==> config.mk <==
export PLATFORM = sky130hd
export DESIGN_NAME = hash_cmd_sequencer
export DESIGN_NICKNAME = d
export VERILOG_FILES = /design/src/rtl/hash_cmd_sequencer.sv
export SDC_FILE = /design/constraint.sdc
export NUM_CORES = 1
export LEC_CHECK = 0
export BUFFER_PORTS_ARGS = -buffer_cell sky130_fd_sc_hd__buf_2
export CAP_MARGIN = 0
export CORE_ASPECT_RATIO = 0.7
export CORE_MARGIN = 3
export CORE_UTILIZATION = 30
export DETAILED_ROUTE_END_ITERATION = 12
export GPL_ROUTABILITY_DRIVEN = 0
export SLEW_MARGIN = 40
export SYNTH_ARGS = -nofsm -noshare
export SYNTH_HDL_FRONTEND = slang
export SYNTH_SLANG_ARGS = --single-unit
==> constraint.sdc <==
create_clock -name clk -period 8.4 [get_ports clk]
set_input_delay 0.84 -clock clk [delete_from_list [all_inputs] [get_ports clk]]
set_output_delay 0.84 -clock clk [all_outputs]
set_load 0.02 [all_outputs]
==> src/rtl/hash_cmd_sequencer.sv <==
// rtl/hash_cmd_sequencer.sv - command-stream sequencer for the hash core handshake
// Decodes 32-bit command words, drives core strobes, enforces ack timeouts and latches the first failure.

module hash_cmd_sequencer #(
   parameter int              IO_W     = 16,
   parameter int              WORD_W   = 32,
   parameter logic [IO_W-1:0] CMP_MASK = {IO_W{1'b1}}
) (
   input  logic              clk,
   input  logic              rst,
   input  logic              start,
   input  logic              cmd_valid,
   input  logic [WORD_W-1:0] cmd_data,
   output logic              cmd_ready,
   output logic              core_rst,
   output logic              init,
   output logic              load,
   output logic              fetch,
   output logic              getconfig,
   output logic [IO_W-1:0]   idata,
   input  logic              ack,
   input  logic [IO_W-1:0]   odata,
   output logic              busy,
   output logic              done,
   output logic              err,
   output logic [2:0]        err_code,
   output logic [WORD_W-1:0] fail_index,
   output logic [IO_W-1:0]   fail_data,
   output logic [WORD_W-1:0] cycle_count
);

   localparam logic [WORD_W-1:0] OP_RESET     = WORD_W'(1);
   localparam logic [WORD_W-1:0] OP_CLOCK     = WORD_W'(2);
   localparam logic [WORD_W-1:0] OP_INIT      = WORD_W'(3);
   localparam logic [WORD_W-1:0] OP_GETCONFIG = WORD_W'(4);
   localparam logic [WORD_W-1:0] OP_WAITFOR   = WORD_W'(5);
   localparam logic [WORD_W-1:0] OP_LOAD      = WORD_W'(6);
   localparam logic [WORD_W-1:0] OP_FETCH     = WORD_W'(7);
   localparam logic [WORD_W-1:0] OP_END       = {WORD_W{1'b1}};

   typedef enum logic [2:0] {S_IDLE, S_OPC, S_ARG, S_EXEC, S_DONE, S_ERROR} state_t;

   state_t            state, state_next;
   logic [2:0]        err_code_next;
   logic [WORD_W-1:0] op, a0, a1, a2, cnt, cmd_index;
   logic [WORD_W:0]   cnt_p1;
   logic [1:0]        arg_idx;
   logic              hold_load, hold_fetch;
   logic              last_arg, wait_hit, cmp_ok, restart, cmd_complete;

   function automatic logic [1:0] num_args(input logic [WORD_W-1:0] w);
      case (w)
         OP_RESET, OP_CLOCK, OP_WAITFOR: num_args = 2'd1;
         OP_GETCONFIG:                   num_args = 2'd2;
         OP_LOAD, OP_FETCH:              num_args = 2'd3;
         default:                        num_args = 2'd0;
      endcase
   endfunction

   function automatic logic is_legal(input logic [WORD_W-1:0] w);
      case (w)
         OP_RESET, OP_CLOCK, OP_INIT, OP_GETCONFIG,
         OP_WAITFOR, OP_LOAD, OP_FETCH, OP_END: is_legal = 1'b1;
         default:                               is_legal = 1'b0;
      endcase
   endfunction

   assign cnt_p1       = {1'b0, cnt} + (WORD_W+1)'(1);
   assign last_arg     = (arg_idx == num_args(op) - 2'd1);
   assign wait_hit     = (cnt_p1[WORD_W-1:0] == a1);
   assign cmp_ok       = ((odata & CMP_MASK) == (a0[IO_W-1:0] & CMP_MASK));
   assign restart      = start && (state == S_IDLE || state == S_DONE || state == S_ERROR);
   assign cmd_complete = (state_next == S_OPC) && (state == S_EXEC || state == S_ARG);

   always_ff @(posedge clk or posedge rst) begin
      if (rst) state <= S_IDLE;
      else     state <= state_next;
   end

   always_comb begin
      state_next    = state;
      err_code_next = 3'd0;
      case (state)
         S_IDLE, S_DONE, S_ERROR: if (start) state_next = S_OPC;
         S_OPC: if (cmd_valid) begin
            if (!is_legal(cmd_data)) begin
               state_next    = S_ERROR;
               err_code_next = 3'd4;
            end else if (cmd_data == OP_END)      state_next = S_DONE;
            else if (num_args(cmd_data) == 2'd0)  state_next = S_EXEC;
            else                                  state_next = S_ARG;
         end
         S_ARG: if (cmd_valid && last_arg) begin
            // CLOCK and zero-length WAITFOR have nothing to execute
            if (op == OP_CLOCK || (op == OP_WAITFOR && cmd_data == '0)) state_next = S_OPC;
            else                                                         state_next = S_EXEC;
         end
         S_EXEC: case (op)
            OP_RESET, OP_WAITFOR: if (cnt_p1 >= {1'b0, a0}) state_next = S_OPC;
            OP_LOAD: begin
               if (ack) state_next = S_OPC;
               else if (wait_hit) begin
                  state_next    = S_ERROR;
                  err_code_next = 3'd1;
               end
            end
            OP_FETCH, OP_GETCONFIG: begin
               if (ack) begin
                  if (cmp_ok) state_next = S_OPC;
                  else begin
                     state_next    = S_ERROR;
                     err_code_next = 3'd3;
                  end
               end else if (wait_hit) begin
                  state_next    = S_ERROR;
                  err_code_next = 3'd2;
               end
            end
            default: state_next = S_OPC;
         endcase
         default: state_next = S_IDLE;
      endcase
   end

   always_comb begin
      busy      = (state == S_OPC) || (state == S_ARG) || (state == S_EXEC);
      cmd_ready = (state == S_OPC) || (state == S_ARG);
      core_rst  = (state == S_EXEC) && (op == OP_RESET);
      init      = (state == S_EXEC) && (op == OP_INIT);
      getconfig = (state == S_EXEC) && (op == OP_GETCONFIG);
      load      = (state == S_EXEC) ? (op == OP_LOAD)
                                    : ((state == S_OPC || state == S_ARG) && hold_load);
      fetch     = (state == S_EXEC) ? (op == OP_FETCH)
                                    : ((state == S_OPC || state == S_ARG) && hold_fetch);
   end

   always_ff @(posedge clk or posedge rst) begin
      if (rst) begin
         op          <= '0;
         a0          <= '0;
         a1          <= '0;
         a2          <= '0;
         cnt         <= '0;
         arg_idx     <= '0;
         cmd_index   <= '0;
         hold_load   <= 1'b0;
         hold_fetch  <= 1'b0;
         idata       <= '0;
         done        <= 1'b0;
         err         <= 1'b0;
         err_code    <= '0;
         fail_index  <= '0;
         fail_data   <= '0;
         cycle_count <= '0;
      end else if (restart) begin
         arg_idx     <= '0;
         cmd_index   <= '0;
         hold_load   <= 1'b0;
         hold_fetch  <= 1'b0;
         done        <= 1'b0;
         err         <= 1'b0;
         err_code    <= '0;
         fail_index  <= '0;
         fail_data   <= '0;
         cycle_count <= '0;
      end else begin
         if (busy && cycle_count != {WORD_W{1'b1}}) cycle_count <= cycle_count + WORD_W'(1);
         case (state)
            S_OPC: if (cmd_valid) begin
               op      <= cmd_data;
               arg_idx <= '0;
               cnt     <= '0;
            end
            S_ARG: if (cmd_valid) begin
               case (arg_idx)
                  2'd0:    a0 <= cmd_data;
                  2'd1:    a1 <= cmd_data;
                  default: a2 <= cmd_data;
               endcase
               arg_idx <= arg_idx + 2'd1;
               cnt     <= '0;
               if (last_arg && op == OP_LOAD) idata <= a0[IO_W-1:0];
            end
            S_EXEC: begin
               cnt <= cnt + WORD_W'(1);
               // a hold survives only while the same opcode keeps re-entering EXEC
               if (op == OP_LOAD) begin
                  if (ack) hold_load <= (a2 != '0);
               end else hold_load <= 1'b0;
               if (op == OP_FETCH) begin
                  if (ack) hold_fetch <= (a2 != '0);
               end else hold_fetch <= 1'b0;
            end
            default: ;
         endcase
         if (cmd_complete) cmd_index <= cmd_index + WORD_W'(1);
         if (state_next == S_ERROR && state != S_ERROR) begin
            err        <= 1'b1;
            err_code   <= err_code_next;
            fail_index <= cmd_index;
            if (err_code_next == 3'd3) fail_data <= odata;
            hold_load  <= 1'b0;
            hold_fetch <= 1'b0;
         end
         if (state_next == S_DONE && state != S_DONE) begin
            done       <= 1'b1;
            hold_load  <= 1'b0;
            hold_fetch <= 1'b0;
         end
      end
   end

endmodule

# Word-level counts from Yosys, hierarchy flattened
# Index checks and enable logic that the tools add are counted.
# classes
bitwise_logic	2
magnitude_cmp	1
reduce_logical	52
eq_ne	36
add_sub_neg	6
muxes	66
# ops
operator	n
32-bit by 3-bit == test with 1-bit output, second input constant	8
32-bit 2-to-1 mux	7
32-bit by 2-bit == test with 1-bit output, second input constant	4
32-bit by 1-bit adder with 32-bit output, second input constant	3
32-bit by 1-bit == test with 1-bit output, second input constant	2
32-bit case mux with 2 select lines	1
16-bit 2-to-1 mux	3
3-bit 2-to-1 mux	15
32-bit by 1-bit adder with 33-bit output, second input constant	1
33-bit by 32-bit >= comparator with 1-bit output	1
32-bit == test	1
32-bit == test, second input constant	1
32-bit logical NOT	1
32-bit != test, second input constant	1
32-bit nonzero test	1
1-bit 2-to-1 mux	23
2-bit 2-to-1 mux	10
16-bit == test	1
4-bit AND reduction	4
1-bit logical AND	13
3-bit == test, second input constant	4
3-bit != test, second input constant	4
2-bit case mux with 3 select lines	2
3-bit case mux with 2 select lines	2
23 further kinds	50
# totals
out_inout_bits	108
regBits	300
in_bits	53

# Logic depth before layout (Yosys ltp)
# depth
word_depth	19
depth_mapped	20
mapped_depth_nobuf	16

# Worst setup path after synthesis
# OpenSTA, ideal clock, no wires.
# synth_path
path_type	flip-flop to flip-flop
from	register cnt[0]
to	register cmd_index[11]
n_path_buf	2
arrival_time_ps	4360
period_less_slack_ps	4492
path_slack_ps	3908
path_stages_with_launch	19
cell_sequence	dfrtp_1 ha_1 nand3_2 nor4_4 nand4_2 nor2_1 xor2_1 ha_1 a21o_1 a211o_1 or3_1 a2111oi_0 a31oi_1 o2111ai_2 or3_1 buf_2 buf_2 xnor2_1 nor2_1
# synth_between
elab_chain_len	9
word_cells_on_any_way	12
classes_between	add/sub (1); order compare (1); eq/ne (2); mux (6); reduce/logical (2)
# synth_lines
item	line_no	source
start: declaration	45	logic [WORD_W-1:0] op, a0, a1, a2, cnt, cmd_index;
start signal: assignment	185	cnt <= cnt + WORD_W'(1);
32-bit by 1-bit adder with 33-bit output *	68	assign cnt_p1 = {1'b0, cnt} + (WORD_W+1)'(1);
parallel branches: the longest is 3 deep, another holds 33-bit by 32-bit >= comparator with 1-bit output	--	
3-bit case mux with 3 select lines *	98	S_EXEC: case (op)
3-bit case mux with 4 select lines *	83	case (state)
3-bit by 1-bit == test with 1-bit output *	73	assign cmd_complete = (state_next == S_OPC) && (state == S_EXEC || state == S_ARG);
1-bit logical AND *	73	
2-bit nonzero test (no source line) *	--	
end signal: assignment	196	if (cmd_complete) cmd_index <= cmd_index + WORD_W'(1);
end: declaration	45	
# Every way passes the cells marked *.
# A chain may end at the register's enable or synchronous reset.

# Final worst setup path
# layout_path
from	register cnt[0]
to	register cmd_index[31]
# The elaborated chain is that of the path after synthesis.

==> flow_results.org <==
** Outcome
- The flow ran to the end, and the final reports show no timing, DRC or antenna violations.

** Run
- Max-cap violations in this run came to 0.

** Placement
- Standard cell area after detailed placement :: 17,600 µm²
- After legalization and detailed placement, the total HPWL measured 35,100 µm.
- Timing analysis after detailed placement gives a worst setup slack of between 2000 and 3000 ps.
- Port buffering added 160 buffers.

** Floorplanning
- The floorplan step defined a die boundary enclosing between 50,000 and 60,000 µm².
- Area of the core :: roughly 53,000 µm²
- Die X :: ~280 µm
- The die is 200 µm tall.
- In this run the count of I/O pins placed on the die edge is about 160.
- Once the floorplan was initialized, standard cells occupied 30.7% of the core.
- The floorplan has 70 rows.

** CTS
- CTS H-tree lvls :: 1
- The number of hold buffers added after CTS was 0.
- Clock input transition at the sequential cells of the worst setup and hold paths :: approximately 60 ps
- Number of CTS-inserted buffers :: 30
- For this design, the sink count on the clock tree is 300.
- CTS resizes :: 0
- Latest clock arrival within the worst-skew pair :: 590 ps
- TritonCTS clock tree :: done
- Clock tree synthesis selected as its root buffer the cell sky130_fd_sc_hd__clkbuf_16.
- The number of setup buffers added after CTS is 0.
- Number of buffers on the longest clock path :: 3

** Cells and area
- At the end of the flow the core is filled with cells to 35.4%.
- After the last flow step, the layout net total stands at 1,803.
- Multi-input gate area in the final layout :: slightly below 8000 µm²
- After routing the design area is approximately 19,000 µm².
- Fill cells in the final layout number between 5,000 and 6,000.
- Share of cells above drive strength 1 :: between 20% and 30%
- Top library cells by usage in the layout, fill and taps aside :: sky130_fd_sc_hd__dfrtp_1 (300), sky130_fd_sc_hd__buf_2 (160), sky130_fd_sc_hd__nand2_1 (159)
- Leaving out fill and tap cells, the most frequent cell in the layout is sky130_fd_sc_hd__dfrtp_1.
- Area added between synthesis and finish :: 15.5%
- Area occupied by registers :: 7510 µm²

** Global routing
- In the global route stage, overall resource usage came out at roughly 16%.
- The initial antenna violation count is 4.
- The number of global-route vias before repair came to roughly 13,000.
- Entering global routing, the biggest net connects roughly 160 pins.
- The first global-routing pass estimated 74,600 µm of wire.
- Residual overflow from global routing :: 0

** STA
- The final hold violation count came to 0.
- The worst pin sits at a relative slew slack of roughly 48%.
- Setup repair after global routing left no endpoint under its margin.
- At the pin with the least slew margin, the transition time is approximately 780 ps.
- The final count of pins violating max slew was 0.
- Adding up every negative setup slack in the final design gives 0 ps.
- On the final layout, the worst clock skew is around 33 ps.
- The worst path meets setup with roughly 2900 ps of slack.
- Final worst path period need :: ~5500 ps
- Maximum operating frequency :: between 150 and 200 MHz
- Final worst path period share :: around 66%
- Setup violations remaining at the end of the flow were counted as 0.

** Setup path
- The signal on the critical path passes through ha_1, nand3_2, nor4_4, nand4_2, nor2_1, xor2_1, ha_1, a21o_1, a211o_1, or3_1, a2111oi_0, a31oi_1, o2111ai_2, buf_4, or3_1, o21ai_0, a21oi_1.
- STA classifies the critical path startpoint as a register.
- The worst setup path is captured at a register.
- Among cell families on the critical path, the largest total delay comes from simple AND/OR/NAND/NOR gates.
- In this design, the stage delay of the slowest critical-path cell is 580 ps.
- The worst setup path is of the reg -> reg kind.
- Data required time at the worst endpoint :: roughly 9000 ps
- For this design, the slowest cell found on the critical path is sky130_fd_sc_hd__a2111oi_0.
- In this run the worst path has a maximum fanout of 26.
- Buffering stage count on the worst path with inverters included :: 1
- Signal arrival time at the worst endpoint :: about 6000 ps

** Yosys
- Net count of the mapped netlist :: 1,686
- Count of unique library cells instantiated by Yosys :: 86
- For this run, asynchronously set or reset flops after synthesis account for 100%.
- EDFF count, synth :: 0
- Portion of the post-synthesis area used by sequential elements :: 46.4%
- In the synthesized netlist the dominant register cell turns out to be sky130_fd_sc_hd__dfrtp_1.
- The Yosys step of the flow raised 0 warnings.
- Counting flops and latches in the post-synthesis netlist gives 300.
- Syn Area/Cell :: a little over 10 µm²
- Area of the mapped netlist :: 16,200 µm²
- Count of mapped cells out of synthesis :: 1,596

** Power
- Final Total Pwr :: 3.25 mW
- VDD sags by at most between 0.1 and 0.15 mV.
- Power per unit of standard cell area :: 174 nW/µm²
- Leakage :: 8.78 nW

** Detailed routing
- Detailed-routing iteration count for the pre-antenna-repair pass :: 5
- The detail route stage leaves a number of antenna-violating nets equal to 0.
- Number of vias per cell :: roughly 5.2
- Average wire per cell in the routed design :: between 15 and 20 µm
- Violation count after the first detailed-routing iteration :: 1,130
- Via count :: between 10,000 and 15,000
- Post-detailed-routing wire length :: between 40,000 and 50,000 µm
- Detailed-route DRC error count :: 0

** Worst hold path
- Worst hold-check path type :: in -> async
-- worst paths after layout --
path | from | to | slack, ps | cells after the start
max reg2reg | cnt[0] | cmd_index[31] | 2850 | 17
max | cnt[0] | cmd_index[31] | 2850 | 17
min in group clk | err | err | 480 | 2
max in group asynchronous | rst | op[21] | 6770 | 4
min reg2reg | err | err | 480 | 2
min | rst | cycle_count[23] | 350 | 2
-- where the power goes --
part	total [mW]	internal (mW)	switching, mW	leakage, nW
combinational	0.263	0.0947	0.168	4.15
clock	1.45	0.851	0.599	0.524
sequential	1.53	1.49	0.0432	4.10
total	3.25	2.44	0.810	8.78
-- state kept, by name, summed over array words and instances (netlist names), 16 cells and up --
signal       cells
a2              32
a0              32
cmd_index       32
op              32
cycle_count     32
a1              32
fail_index      32
idata           16
fail_data       16
cnt             32
-- area by class of cell --
type / count / area share [%]
multi-input combinational: 1112 / 42.2
timing repair buffer: 179 / 5.27
inverter: 90 / 1.83
sequential: 300 / 40.2
antenna: 2 / 0.0268
clock inverter: 10 / 0.724
clock buffer: 44 / 4.95
tap: 720 / 4.83
-- per-stage QoR --
stage               hold WS (ps)  instances
finish                       350       2457
global route                 381       2457
CTS                          342       2454
detailed placement           464       2400
global placement             466       2398
floorplan                    459       1596
-- cell usage after synthesis, drive strengths merged, types with 6 or more instances --
cell type / number / area [µm²]
o31ai: 20 / 150
mux2i: 48 / 480
and3: 17 / 108
xnor2: 52 / 455
or3: 21 / 131
and2: 15 / 96.4
ha: 37 / 463
nand2: 159 / 597
nand3: 41 / 228
a21o: 11 / 82.6
nand2b: 13 / 81.3
dfrtp: 300 / 7510
clkbuf: 52 / 195
mux2: 130 / 1460
o21ai: 81 / 405
o211ai: 12 / 90.1
nor3: 24 / 130
inv: 90 / 338
nor2: 112 / 420
a21oi: 42 / 214
and4: 14 / 124
buf: 42 / 278
or2: 6 / 37.5
nor4: 49 / 367
nor4b: 9 / 78.8
xor2: 54 / 473
nor3b: 7 / 52.6
nand4: 46 / 315
nor2b: 12 / 75.1
-- cells by family after synthesis --
group,Yosys count,synth area share (%)
buf+inv,184,5.02
simple gates,560,18.4
flops,300,46.4
mux,178,12.0
xor+xnor,107,5.88
fa+ha+maj,37,2.86
compound gates,230,9.37
-- routing by layer --
metal	wire length (µm)	vias up	track usage, %
li1	-	5888	-
met1	23600	6397	25.1
met2	19300	430	22.9
met3	4130	59	4.61
met4	848	2	3.23
met5	13	-	0
No activity file was read; power rests on OpenSTA's default activity.
